### config.mk
export PLATFORM = sky130hd
export DESIGN_NAME = mem_arbiter
export DESIGN_NICKNAME = d
export VERILOG_FILES = /design/src/rtl/mem_arbiter.sv
export SDC_FILE = /design/constraint.sdc
export NUM_CORES = 1
export LEC_CHECK = 0
export ABC_AREA = 1
export BUFFER_PORTS_ARGS = -buffer_cell sky130_fd_sc_hd__buf_2
export CAP_MARGIN = 40
export CORE_AREA = 2 2 118 120
export CTS_CLUSTER_SIZE = 12
export DETAILED_ROUTE_END_ITERATION = 12
export DIE_AREA = 0 0 120 122
export PLACE_DENSITY = 0.8
export SLEW_MARGIN = 20
export SYNTH_ARGS = -nofsm -noshare
export SYNTH_HDL_FRONTEND = slang
export SYNTH_SLANG_ARGS = --single-unit
### constraint.sdc
create_clock -name clk -period 1.8 [get_ports clk]
set_clock_uncertainty 0.05 [all_clocks]
set_input_delay 0.09 -clock clk [delete_from_list [all_inputs] [get_ports clk]]
set_output_delay 0.09 -clock clk [all_outputs]
set_load 0.005 [all_outputs]
### src/rtl/mem_arbiter.sv
// Round-robin arbiter/sequencer giving the CPU controller and the DMA engine
// access to one variable-latency memory port, with a per-access watchdog.
module mem_arbiter #(
  parameter int ADDR_W = 32,
  parameter int DATA_W = 32,
  parameter int TIMEOUT = 255,
  parameter logic [DATA_W-1:0] ABORT_DATA = 32'hDEADBEEF
) (
  input  logic              clk,
  input  logic              rst,
  input  logic              cpu_rd,
  input  logic              cpu_wr,
  input  logic [ADDR_W-1:0] cpu_addr,
  input  logic [DATA_W-1:0] cpu_wdata,
  output logic [DATA_W-1:0] cpu_rdata,
  output logic              cpu_stall,
  input  logic              dma_req,
  input  logic              dma_we,
  input  logic [ADDR_W-1:0] dma_addr,
  input  logic [DATA_W-1:0] dma_wdata,
  output logic [DATA_W-1:0] dma_rdata,
  output logic              dma_ack,
  output logic              mem_req,
  output logic              mem_we,
  output logic [ADDR_W-1:0] mem_addr,
  output logic [DATA_W-1:0] mem_wdata,
  input  logic [DATA_W-1:0] mem_rdata,
  input  logic              mem_ready,
  output logic [1:0]        grant,
  output logic [2:0]        state,
  output logic              err
);

  typedef enum logic [2:0] {
    IDLE     = 3'd0,
    BUSY_CPU = 3'd1,
    BUSY_DMA = 3'd2,
    RESP_CPU = 3'd3,
    RESP_DMA = 3'd4
  } state_t;

  // wait_cnt holds the number of BUSY cycles already spent without mem_ready
  localparam logic [7:0] TO_LAST = 8'(TIMEOUT - 1);

  state_t     st, st_nx;
  logic       last_dma;
  logic [7:0] wait_cnt;
  logic       cpu_creq, pick_cpu, pick_dma, busy, timeout;

  assign cpu_creq = cpu_rd | cpu_wr;
  assign pick_cpu = cpu_creq & (~dma_req | last_dma);
  assign pick_dma = dma_req & (~cpu_creq | ~last_dma);
  assign busy     = (st == BUSY_CPU) | (st == BUSY_DMA);
  assign timeout  = ~mem_ready & (wait_cnt == TO_LAST);

  always_comb begin
    st_nx = st;
    case (st)
      IDLE: begin
        if (pick_cpu)      st_nx = BUSY_CPU;
        else if (pick_dma) st_nx = BUSY_DMA;
      end
      BUSY_CPU: if (mem_ready || timeout) st_nx = RESP_CPU;
      BUSY_DMA: if (mem_ready || timeout) st_nx = RESP_DMA;
      default:  st_nx = IDLE;
    endcase
  end

  always_ff @(posedge clk) begin
    if (rst) begin
      st        <= IDLE;
      last_dma  <= 1'b1;
      wait_cnt  <= '0;
      mem_we    <= 1'b0;
      mem_addr  <= '0;
      mem_wdata <= '0;
      cpu_rdata <= '0;
      dma_rdata <= '0;
      err       <= 1'b0;
    end else begin
      st <= st_nx;
      case (st)
        IDLE: begin
          wait_cnt <= '0;
          if (pick_cpu) begin
            mem_we    <= cpu_wr;
            mem_addr  <= cpu_addr;
            mem_wdata <= cpu_wdata;
            last_dma  <= 1'b0;
          end else if (pick_dma) begin
            mem_we    <= dma_we;
            mem_addr  <= dma_addr;
            mem_wdata <= dma_wdata;
            last_dma  <= 1'b1;
          end
        end
        BUSY_CPU, BUSY_DMA: begin
          if (mem_ready || timeout) begin
            if (st == BUSY_CPU) cpu_rdata <= mem_ready ? mem_rdata : ABORT_DATA;
            else                dma_rdata <= mem_ready ? mem_rdata : ABORT_DATA;
            if (timeout) err <= 1'b1;
          end else begin
            wait_cnt <= wait_cnt + 8'd1;
          end
        end
        default: ;
      endcase
    end
  end

  assign mem_req   = busy;
  assign dma_ack   = (st == RESP_DMA);
  assign cpu_stall = cpu_creq & (st != RESP_CPU);
  assign state     = st;

  always_comb begin
    grant = 2'b00;
    if (st == BUSY_CPU || st == RESP_CPU) grant = 2'b01;
    if (st == BUSY_DMA || st == RESP_DMA) grant = 2'b10;
  end

endmodule
# After elaboration in Yosys (flattened, before gate mapping)
# Index checks and enable logic that the tools add are counted.
# classes
addsub,1
reduce_logical,13
n_mux,18
eq_ne,10
n_bitwise,13
# op_table
op,n
2-to-1 mux 32 bit,5
case mux 8 bit (2 select lines),1
2-to-1 mux 3 bit,4
AND reduction 3 bit,4
case mux 3 bit (3 select lines),1
"adder 8 x 1 -> 8 bit, second input constant",1
"== test 8 bit, second input constant",1
2-to-1 mux 8 bit,1
"== test 3 x 2 -> 1 bit, second input constant",2
"inequality test 2 bit, second input constant",3
2-to-1 mux 1 bit,5
inverter 1 bit,5
AND 1 bit,4
OR 1 bit,4
AND reduction 2 bit,2
nonzero test 2 bit,2
"== test 3 x 1 -> 1 bit, second input constant",1
"== test 3 bit, second input constant",1
zero test 3 bit,1
logical OR 1 bit,3
"inequality test 3 x 2 -> 1 bit, second input constant",1
"inequality test 3 bit, second input constant",1
2-to-1 mux 2 bit,1
OR reduction 2 bit,1
# word_totals
register_bits,142
word_cells,64

# Depth between registers and ports, before layout
# Gate-level depths: netlist of run 1.
# logic_depth
word_depth,7
mapped_depth,11
ltp_nobuf,10

# Worst setup path before layout of run 1
# No wires, ideal clock.
# synth_path
path_kind,reg2reg
startpoint,register wait_cnt[0]
endpoint,register dma_rdata[17]
stages_incl_launch_ff,11
path_buffers,1
arrival_time_ns,1.317
period_less_slack_ns,1.437
path_slack_ns,0.363
setup_ns,0.070
cell_sequence,dfxtp_1 -> inv_1 -> ha_1 -> nand2_1 -> nor2_1 -> nand2_1 -> nand2_1 -> nand2_2 -> buf_2 -> nand2_1 -> a21oi_1
# synth_between
elab_chain_cells,4
# synth_lines
item,line,source
from (decl),47,logic [7:0] wait_cnt;
from (signal assigned),103,wait_cnt <= wait_cnt + 8'd1;
== test 8 bit,54,assign timeout = ~mem_ready & (wait_cnt == TO_LAST);
AND 1 bit,54,
logical OR 1 bit,98,if (mem_ready || timeout) begin
AND reduction 3 bit (no line),--,
to (signal assigned),100,else dma_rdata <= mem_ready ? mem_rdata : ABORT_DATA;
to (decl),21,"output logic [DATA_W-1:0] dma_rdata,"
# Every way passes these cells.
# A chain may end at the register's enable or synchronous reset.

# Worst setup path in the final report of run 1
# layout_path
startpoint,input port cpu_wr
endpoint,register mem_addr[2]
# layout_between
elab_chain_cells,6
# layout_lines
item,line,source
from (decl),12,"input logic cpu_wr,"
OR 1 bit (*),50,assign cpu_creq = cpu_rd | cpu_wr;
inverter 1 bit,52,assign pick_dma = dma_req & (~cpu_creq | ~last_dma);
OR 1 bit,52,
AND 1 bit,52,
nonzero test 2 bit (no line),--,
AND reduction 2 bit (no line),--,
to (signal assigned),87,mem_addr <= cpu_addr;
to (signal assigned),92,mem_addr <= dma_addr;
to (decl),25,"output logic [ADDR_W-1:0] mem_addr,"
# Every way passes the cells marked *; elsewhere a longest branch is shown, timed or not.

==> out/metrics.csv, run 1 <==
stage;metric;value;unit
setup_path;path_delay_family;buffers and inverters;
final_layout;drive_gt1_share;32.1;%
floorplanning;rows;43;
sta;rsz0062_at_grt;no;
setup_path;cp-end-kind;flop;
synth;ys_warn_count;0;
pwr;p_per_area;1370;nW/um^2
synth;avgSynthCellArea;7.51;sq um
setup_path;critical_path.max_stage_delay;0.54;ns
pwr;irDropWorstVdd;0.753;mV
routing;drt_iter0_drc;827;
synth;yosysMostFrequentCell;a21oi_1;
grt;grtUsageTotal;33.0;%
clock_network;cts_tree;done;
setup_path;critPathLaunchType;primary input;
hold_path;hold_path.class;primary input to flop;
clock_network;clk_latency;0.41;ns
sta;slew_viol_final;0;
place;place_area;7740;sq um
sta;timing.fmax;585;MHz
synth;synthArstFlopShare;0;%
place;hpwlAfterDp;13200;microns
routing;vias;7764;
synth;ys.flop_type;dfxtp_1;
place;gp_congestion;0.812;
synth;yosysSeqAreaShare;47.0;%
floorplanning;pin_count;305;
setup_path;cp_num_buf_inv;5;
routing;route.detailed.drc;0;
synth;synth-edff-count;0;
floorplanning;initial_utilization;44.8;%
setup_path;cp_common_cell;inv_2;
sta;fin_tns_setup;0;ns
setup_path;r2r_cells;6;
clock_network;cts-root-buf;clkbuf_16;
sta;setup_violations;0;
synth;ys_ff_latch;142;
sta;hold_violations;0;
grt;grt_start_max_net_pins;67;
setup_path;r2r-end;mem_wdata[21];
clock_network;clk_pin_slew;0.06;ns
final_layout;stdcell_area;9870;sq um
clock_network;htreeDepth;4;
final_layout;syn_to_final_growth;63.3;%
final_layout;fillers;922;
setup_path;arrival;1.98;ns
routing;wirelength;24900;microns
run;drv_cap;0;
pwr;power.leakage;4.66;nW
routing;wl_per_cell;17.4;microns
synth;yosys.area.top_type_share;47.0;%
final_layout;diodes;0;
setup_path;crit_required;2.07;ns
setup_path;crit_start;cpu_wr;
setup_path;rr_startpoint;state[1];
place;io_buffers;304;
routing;avgViaCountPerCell;5.41;
setup_path;cp.depth;9;
synth;synth_nets;974;
synth;synthTopCellsByArea;dfxtp_1 47%, a21oi_1 16%, nand2_1 8.2%, o21ai_0 6.8%, inv_1 4.1%;
sta;post-route-period-util;94.9;%
grt;grt_pass1_vias;7655;
setup_path;cpMaxStageDelayCell;dlygate4sd3_1;
clock_network;cts_buffers;17;
final_layout;multi_input_area;2630;sq um
floorplanning;dieArea;14600;sq um
synth;synth_top_cell_by_area;dfxtp_1;
final_layout;final_cells;1435;
place;dp_cells;1249;
sta;worst_pin_slew;0.426;ns
routing;first_pass_iters;5;
hold_path;hold_start;mem_rdata[26];
final_layout;nNetsFinal;1411;
synth;netlist_instances;805;
sta;timing.final.ws_setup;0.0912;ns
synth;yosys-top-cells-count;188 x a21oi_1, 142 x dfxtp_1, 132 x nand2_1, 82 x o21ai_0, 66 x inv_1;
synth;syn_area;6050;sq um
grt;grt_pass1_wl;38400;microns
final_layout;regArea;2840;sq um
setup_path;crit_chain;dlygate4sd3_1 -> buf_2 -> inv_2 -> nand2_2 -> o21ai_4 -> inv_2 -> buf_4 -> nand2_1 -> a21oi_1;
floorplanning;die_h;122;microns
setup_path;rrSetupSlack;0.13;ns
floorplanning;die_w;120;microns
synth;ys_types;29;
grt;grt_antenna_before_repair;0;
routing;ant_nets;0;
setup_path;path_max_fanout;20;
clock_network;cts.sinks;142;
grt;overflow;0;
sta;layout_min_cycle_time;1.71;ns
sta;slew_headroom;71.6;%
setup_path;critical_path_class;primary input to flop;
setup_path;crit_end;mem_addr[2];
run_status;status;finished, final reports clean;
floorplanning;core-area;13500;sq um
clock_network;clk_path_buf_depth;2;
place;dp_worst_setup_slack;0.191;ns
==> worst min path at each step <==
stage | to | slack, ns | depth (start not counted)
2_1_floorplan | mem_addr[29] | 0.19 | 2
3_3_place_gp | mem_addr[6] | 0.29 | 3
3_5_place_dp | mem_addr[31] | 0.29 | 3
4_1_cts | cpu_rdata[16] | 0.0006 | 4
5_1_grt | cpu_rdata[18] | 0.02 | 4
6_report | dma_rdata[26] | 0.02 | 4
==> where the power goes <==
part,leakage [nW],internal [mW],switching [mW]
clock network,0.293,2.11,1.45
registers,1.17,4.04,0.550
logic,3.20,2.19,3.16
==> metrics by stage <==
stage          utilization, %  hold slack [ns]  total power, mW
5_1_grt                  73.1           0.0190             14.2
6_report                 73.1           0.0172             13.5
3_3_place_gp             57.3            0.293             8.99
4_1_cts                  72.5         0.000648             12.9
2_1_floorplan               -            0.186             7.28
3_5_place_dp             57.3            0.295             9.07
==> worst register-to-register path, delay by kind of cell, from the launching register on <==
family          cells  cell delay [ns]
buf+inv             2             0.40
flops               1             0.36
compound gates      2             0.39
simple gates        2             0.39
==> metal layers <==
layer | track usage (%) | up-vias | share of wire [%]
met1 | 37.3 | 3456 | 36
met2 | 55.0 | 626 | 47
li1 | - | 3544 | -
met5 | 0 | - | 0
met3 | 9.50 | 138 | 11
met4 | 20.2 | 0 | 5.8
==> layout make-up <==
| type | count | area share, % |
|---|---|---|
| well taps | 180 | 2.28 |
| multi-input cells | 528 | 26.7 |
| inverters | 78 | 2.97 |
| flip-flops and latches | 142 | 28.8 |
| clock inverters | 14 | 1.61 |
| clock buffers | 18 | 4.45 |
| repair buffers | 475 | 33.3 |
==> state kept, by name, indices dropped and copies added (netlist names) <==
name / cells
state: 3
dma_rdata: 32
cpu_rdata: 32
err: 1
mem_addr: 32
last_dma: 1
wait_cnt: 8
mem_we: 1
mem_wdata: 32
==> layout by cell type, fill, tap and decap left out, drive strengths merged <==
| master | count |
|---|---|
| buf | 329 |
| a21oi | 200 |
| dlygate4sd3 | 146 |
| dfxtp | 142 |
| nand2 | 137 |
| o21ai | 120 |
| inv | 82 |
| nor2 | 25 |
| or2 | 24 |
| clkbuf | 18 |
| nand3 | 12 |
| clkinv | 7 |
| nor3 | 3 |
| o21bai | 2 |
| ha | 2 |
| bufinv | 2 |
| a31oi | 1 |
| o211ai | 1 |
| nand3b | 1 |
| clkinvlp | 1 |
==> repair_timing <==
action	4_1_cts	5_1_grt
endpoints found under the setup margin	0	15
buffers inserted	0	8
endpoints found under the hold margin	93	0
gates resized for setup	0	1
hold buffers	146	0
==> kinds of logic after synthesis <==
kind of cell	Yosys count	synth area share (%)
AND/OR/NAND/NOR	202	14.8
adder cells (fa/ha/maj)	2	0.414
flip-flops	142	47.0
AO/OA/AOI/OAI	324	27.9
buffers and inverters	135	9.85
No activity file was read; power rests on OpenSTA's default activity.
==> run 2, diff against run 1 <==
--- a/config.mk
+++ b/config.mk
@@ -12,6 +12,7 @@
 export CTS_CLUSTER_SIZE = 12
 export DETAILED_ROUTE_END_ITERATION = 12
 export DIE_AREA = 0 0 120 122
+export GPL_TIMING_DRIVEN = 0
 export PLACE_DENSITY = 0.8
 export SLEW_MARGIN = 20
 export SYNTH_ARGS = -nofsm -noshare
==> run 2 against run 1 <==
- the flow now finishes with violations (negative hold slack)
- sequential share of layout area fell by 0.17 points
- die area did not move
- sequential power barely moved
- cell area rose by 0.62%
- non-clock buffer count rose by 36
- worst setup slack got worse by 0.077 ns
- hold slack got worse by 0.018 ns
- clock power rose by 2%
- register-to-register slack got worse by 0.07 ns
- count of clock-buffer cells in the layout rose by 1
- critical path type unchanged
- largest cell class unchanged
- largest power group unchanged
==> out/metrics.csv, run 2 (synthesis results as in run 1) <==
stage;metric;value;unit
run_status;status;complete, but fails checks;
run_status;violations;negative hold slack;
run;drv_cap;0;
clock_network;postCtsSetupBuffers;0;
setup_path;rr_startpoint;state[0];
hold_path;hold_path.class;primary input to flop;
sta;worst_pin_slew;0.565;ns
setup_path;rrSetupSlack;0.06;ns
place;place_area;7780;sq um
sta;slew_headroom;62.3;%
floorplanning;pin_count;305;
pwr;total_power;13.5;mW
floorplanning;initial_utilization;44.8;%
routing;vias;8106;
final_layout;layout_common_cells;321 x buf_2, 188 x a21oi_1, 152 x dlygate4sd3_1;
clock_network;htreeDepth;4;
clock_network;clk_latency;0.42;ns
clock_network;clk_path_buf_depth;2;
place;io_buffers;302;
setup_path;crit_chain;dlygate4sd3_1 -> buf_2 -> inv_2 -> buf_2 -> clkbuf_2 -> o21ai_0 -> a21oi_1;
routing;first_pass_iters;6;
hold_path;min_path_cells;4;
place;hpwlAfterDp;14900;microns
final_layout;diodes;0;
place;gp_congestion;0.892;
clock_network;cts_tree;done;
sta;slew_viol_final;0;
setup_path;arrival;2.07;ns
sta;post-route-period-util;99.2;%
clock_network;cts_buffers;17;
floorplanning;die_w;120;microns
routing;wirelength;26400;microns
clock_network;cts.sinks;142;
grt;overflow;0;
sta;whs;-0.00121;ns
setup_path;critical_path.max_stage_delay;0.54;ns
setup_path;cp-end-kind;flop;
sta;layout_min_cycle_time;1.79;ns
sta;hold_violations;2;
clock_network;cts-root-buf;clkbuf_16;
setup_path;cp_common_cell;buf_2;
routing;drt_iter0_drc;787;
setup_path;r2r_cells;7;
grt;grt_pass1_vias;8064;
final_layout;syn_to_final_growth;64.3;%
routing;wl_per_cell;17.9;microns
grt;grt_start_max_net_pins;17;
hold_path;hold_start;mem_rdata[16];
pwr;p_per_area;1360;nW/um^2
hold_path;hold_path_end;cpu_rdata[16];
sta;fin_tns_setup;0;ns
grt;grtUsageTotal;34.7;%
routing;ant_nets;0;
sta;timing.fmax;560;MHz
floorplanning;core-area;13500;sq um
setup_path;crit_required;2.09;ns
setup_path;critical_path_class;primary input to flop;
routing;route.detailed.drc;0;
setup_path;cpMaxStageDelayCell;dlygate4sd3_1;
final_layout;nNetsFinal;1447;
final_layout;stdcell_area;9930;sq um
floorplanning;dieArea;14600;sq um
grt;grt_pass1_wl;40000;microns
clock_network;clk_pin_slew;0.07;ns
routing;avgViaCountPerCell;5.51;
final_layout;drive_gt1_share;31.8;%
sta;setup_violations;0;
floorplanning;rows;43;
floorplanning;die_h;122;microns
pwr;power.leakage;4.69;nW
pwr;irDropWorstVdd;0.635;mV
final_layout;final_common_cell;buf_2;
setup_path;r2r-end;mem_addr[14];
grt;grt_antenna_before_repair;0;
setup_path;critPathLaunchType;primary input;
setup_path;path_max_fanout;10;
[run 2: changes by cell type in the layout (fill, tap and decap cells not counted), sizes merged]
| cell | delta |
|---|---|
| dlygate4sd3 | +6 |
| buf | +6 |
| inv | +1 |
| clkinv | -3 |
| clkbuf | +25 |
| clkinvlp | +1 |
[run 2: area by class of cell]
cell class              count  area, sq um
repair buffers            454         3030
fillers                   925         3570
inverters                  78          293
flip-flops and latches    142         2840
clock buffers              19          453
clock inverters            13          155
multi-input cells         528         2620
well taps                 180          225
plain buffers              57          312
[run 2: worst max path at each step]
stage           startpoint       endpoint  slack (ns)  cells after the start
2_1_floorplan  wait_cnt[0]  dma_rdata[17]        0.36                     10
3_3_place_gp      state[1]   mem_addr[16]        0.16                      7
3_5_place_dp   wait_cnt[0]  dma_rdata[29]        0.13                     10
4_1_cts           state[1]       grant[1]       0.003                      4
5_1_grt        wait_cnt[0]  dma_rdata[31]      -0.003                      9
6_report               rst   mem_addr[14]        0.01                      7
[run 2: stage by stage]
stage / worst slack [ns] / cells / utilization (%) / hold WS (ns)
6_report: 0.0139 / 1471 / 73.6 / -0.00121
5_1_grt: -0.00290 / 1471 / 73.6 / 0.0253
4_1_cts: 0.00314 / 1471 / 73.5 / 0.000521
3_5_place_dp: 0.131 / 1287 / 57.6 / 0.297
3_3_place_gp: 0.158 / 1287 / 57.6 / 0.295
2_1_floorplan: 0.363 / 805 / - / 0.186
[run 2: layer usage]
metal | vias up | global-route usage, % | share of wire (%)
met4 | 0 | 24.6 | 7.2
met5 | - | 0 | 0
li1 | 3616 | - | -
met2 | 648 | 58.9 | 47
met1 | 3656 | 37.3 | 36
met3 | 186 | 9.64 | 9.8
[run 2: worst max-delay path, delay by kind of cell]
kind	cells	cell delay [ns]
buffers and inverters	5	1.58
AOI/OAI and AO/OA	2	0.41
[run 2: report_power, final]
| group | leakage [nW] | internal (mW) | switching [mW] |
|---|---|---|---|
| Combinational | 3.23 | 2.11 | 3.19 |
| Clock | 0.294 | 2.15 | 1.48 |
| Sequential | 1.17 | 4.04 | 0.570 |
| Total | 4.69 | 8.31 | 5.24 |
[run 2: timing repair]
action	4_1_cts	5_1_grt
hold buffers	152	0
resized for setup	2	12
hold endpoints to repair	102	0
pin swaps	0	0
endpoints found under the setup margin	1	33
==> run 3, diff against run 2 <==
--- a/config.mk
+++ b/config.mk
@@ -13,7 +13,7 @@
 export DETAILED_ROUTE_END_ITERATION = 12
 export DIE_AREA = 0 0 120 122
 export GPL_TIMING_DRIVEN = 0
-export PLACE_DENSITY = 0.8
+export PLACE_DENSITY = 0.84
 export SLEW_MARGIN = 20
 export SYNTH_ARGS = -nofsm -noshare
 export SYNTH_HDL_FRONTEND = slang
==> run 3 against run 2 <==
- the flow now finishes without violations
- global-route usage up 0.65 points
- via count is 0.68% higher
- critical path depth is 3 higher
- sequential share of layout area is 0.13 points lower
==> out/metrics.csv, run 3 (synthesis results as in run 1) <==
stage;metric;value;unit
final_layout;syn_to_final_growth;65.1;%
floorplanning;pin_count;305;
sta;setup_violations;0;
setup_path;cpMaxStageDelayCell;dlygate4sd3_1;
setup_path;crit_chain;dlygate4sd3_1 -> buf_2 -> inv_2 -> nand2_2 -> o21ai_2 -> inv_2 -> buf_2 -> buf_2 -> nand2_1 -> a21oi_1;
final_layout;layout_common_cells;319 x buf_2, 188 x a21oi_1, 155 x dlygate4sd3_1;
setup_path;path_max_fanout;10;
setup_path;cp_num_buf_inv;6;
clock_network;cts_buffers;17;
sta;layout_min_cycle_time;1.77;ns
clock_network;clk_pin_slew;0.06;ns
routing;wl_per_cell;18.3;microns
place;gp_congestion;0.879;
setup_path;critical_path_class;primary input to flop;
place;place_area;7780;sq um
routing;drt_iter0_drc;703;
setup_path;critical_path.max_stage_delay;0.55;ns
clock_network;cts.sinks;142;
floorplanning;initial_utilization;44.8;%
final_layout;final_common_cell;buf_2;
grt;grtUsageTotal;35.3;%
setup_path;cp_common_cell;buf_2;
pwr;power.leakage;4.70;nW
run;drv_cap;0;
setup_path;cp-end-kind;flop;
place;hpwlAfterDp;14800;microns
floorplanning;dieArea;14600;sq um
routing;ant_nets;0;
sta;slew_viol_final;0;
sta;slew_headroom;64.5;%
setup_path;path_delay_family;buffers and inverters;
run_status;status;finished, final reports clean;
sta;timing.fmax;566;MHz
clock_network;cts-root-buf;clkbuf_16;
grt;overflow;0;
final_layout;fillers;875;
routing;route.detailed.drc;0;
pwr;irDropWorstVdd;0.622;mV
clock_network;clk_path_buf_depth;2;
setup_path;crit_required;2.09;ns
pwr;p_per_area;1370;nW/um^2
sta;post-route-period-util;98.1;%
final_layout;nNetsFinal;1449;
place;io_buffers;302;
clock_network;clk_latency;0.42;ns
final_layout;stdcell_area;9980;sq um
routing;first_pass_iters;8;
sta;worst_pin_slew;0.533;ns
grt;grt_pass1_vias;7976;
grt;grt_pass1_wl;40600;microns
setup_path;critPathLaunchType;primary input;
clock_network;cts_tree;done;
setup_path;crit_start;cpu_wr;
hold_path;hold_path.class;primary input to flop;
setup_path;arrival;2.05;ns
routing;vias;8161;
floorplanning;rows;43;
final_layout;drive_gt1_share;31.7;%
floorplanning;die_w;120;microns
routing;wirelength;27000;microns
hold_path;hold_start;mem_rdata[16];
grt;grt_start_max_net_pins;19;
grt;grt_antenna_before_repair;1;
setup_path;rr_startpoint;wait_cnt[0];
sta;hold_violations;0;
floorplanning;die_h;122;microns
pwr;total_power;13.7;mW
routing;avgViaCountPerCell;5.54;
floorplanning;core-area;13500;sq um
clock_network;htreeDepth;4;
sta;whs;0.0187;ns
clock_network;postCtsSetupBuffers;0;
[run 3: changes by cell type in the layout (fill, tap and decap cells not counted)]
cell	before	now
inv_8	2	0
diode_2	0	1
clkbuf_2	2	3
clkbuf_4	0	1
clkinvlp_4	2	4
clkbuf_8	2	3
buf_2	321	319
bufinv_16	2	3
buf_4	9	8
dlygate4sd3_1	152	155
inv_6	3	1
[run 3: path summary, 6_finish.rpt]
path	end	slack (ns)	cells past startpoint
max	mem_addr[19]	0.03	10
max reg2reg	cpu_rdata[17]	0.12	10
min	dma_rdata[16]	0.02	4
min reg2reg	dma_rdata[26]	0.40	2
[run 3: repair_timing]
action	4_1_cts	5_1_grt
gates resized for setup	0	10
setup endpoints to repair	1	62
hold buffers	155	0
endpoints found under the hold margin	105	0
pin swaps	0	1
[run 3: cell type report]
class	instances	area [sq um]	area share (%)
Antenna cell	1	2.50	0.0251
Sequential cell	142	2840	28.5
Buffer	56	307	3.07
Inverter	78	293	2.93
Clock buffer	20	467	4.68
Multi-Input combinational cell	528	2620	26.3
Clock inverter	12	160	1.60
Tap cell	180	225	2.26
Timing Repair Buffer	457	3060	30.7
[run 3: per-stage QoR]
stage | util (%) | setup WS [ns] | setup TNS (ns) | instances
3_5_place_dp | 57.6 | 0.116 | 0 | 1287
5_1_grt | 73.9 | -0.0199 | -0.0199 | 1473
2_1_floorplan | - | 0.363 | 0 | 805
3_3_place_gp | 57.6 | 0.150 | 0 | 1287
6_report | 73.9 | 0.0333 | 0 | 1474
4_1_cts | 73.7 | 0.00814 | 0 | 1473
[run 3: tightest hold or removal path: cells and delay by family]
family,cells,cell delay (ns)
buffers and inverters,1,0.08
AOI/OAI and AO/OA,2,0.17
and+or+nand+nor,1,0.10
[run 3: report_power, final]
part | internal [mW] | total, mW | switching (mW) | leakage [nW]
registers | 4.04 | 4.63 | 0.586 | 1.17
clock network | 2.30 | 3.71 | 1.41 | 0.295
logic | 2.11 | 5.36 | 3.25 | 3.24
[run 3: per-layer routing]
layer	GRT usage, %	share of wire [%]	wire length [microns]
met4	24.7	6.7	1810
met3	10.6	11	2940
met2	59.1	47	12700
met5	0	0	0
met1	38.4	35	9540
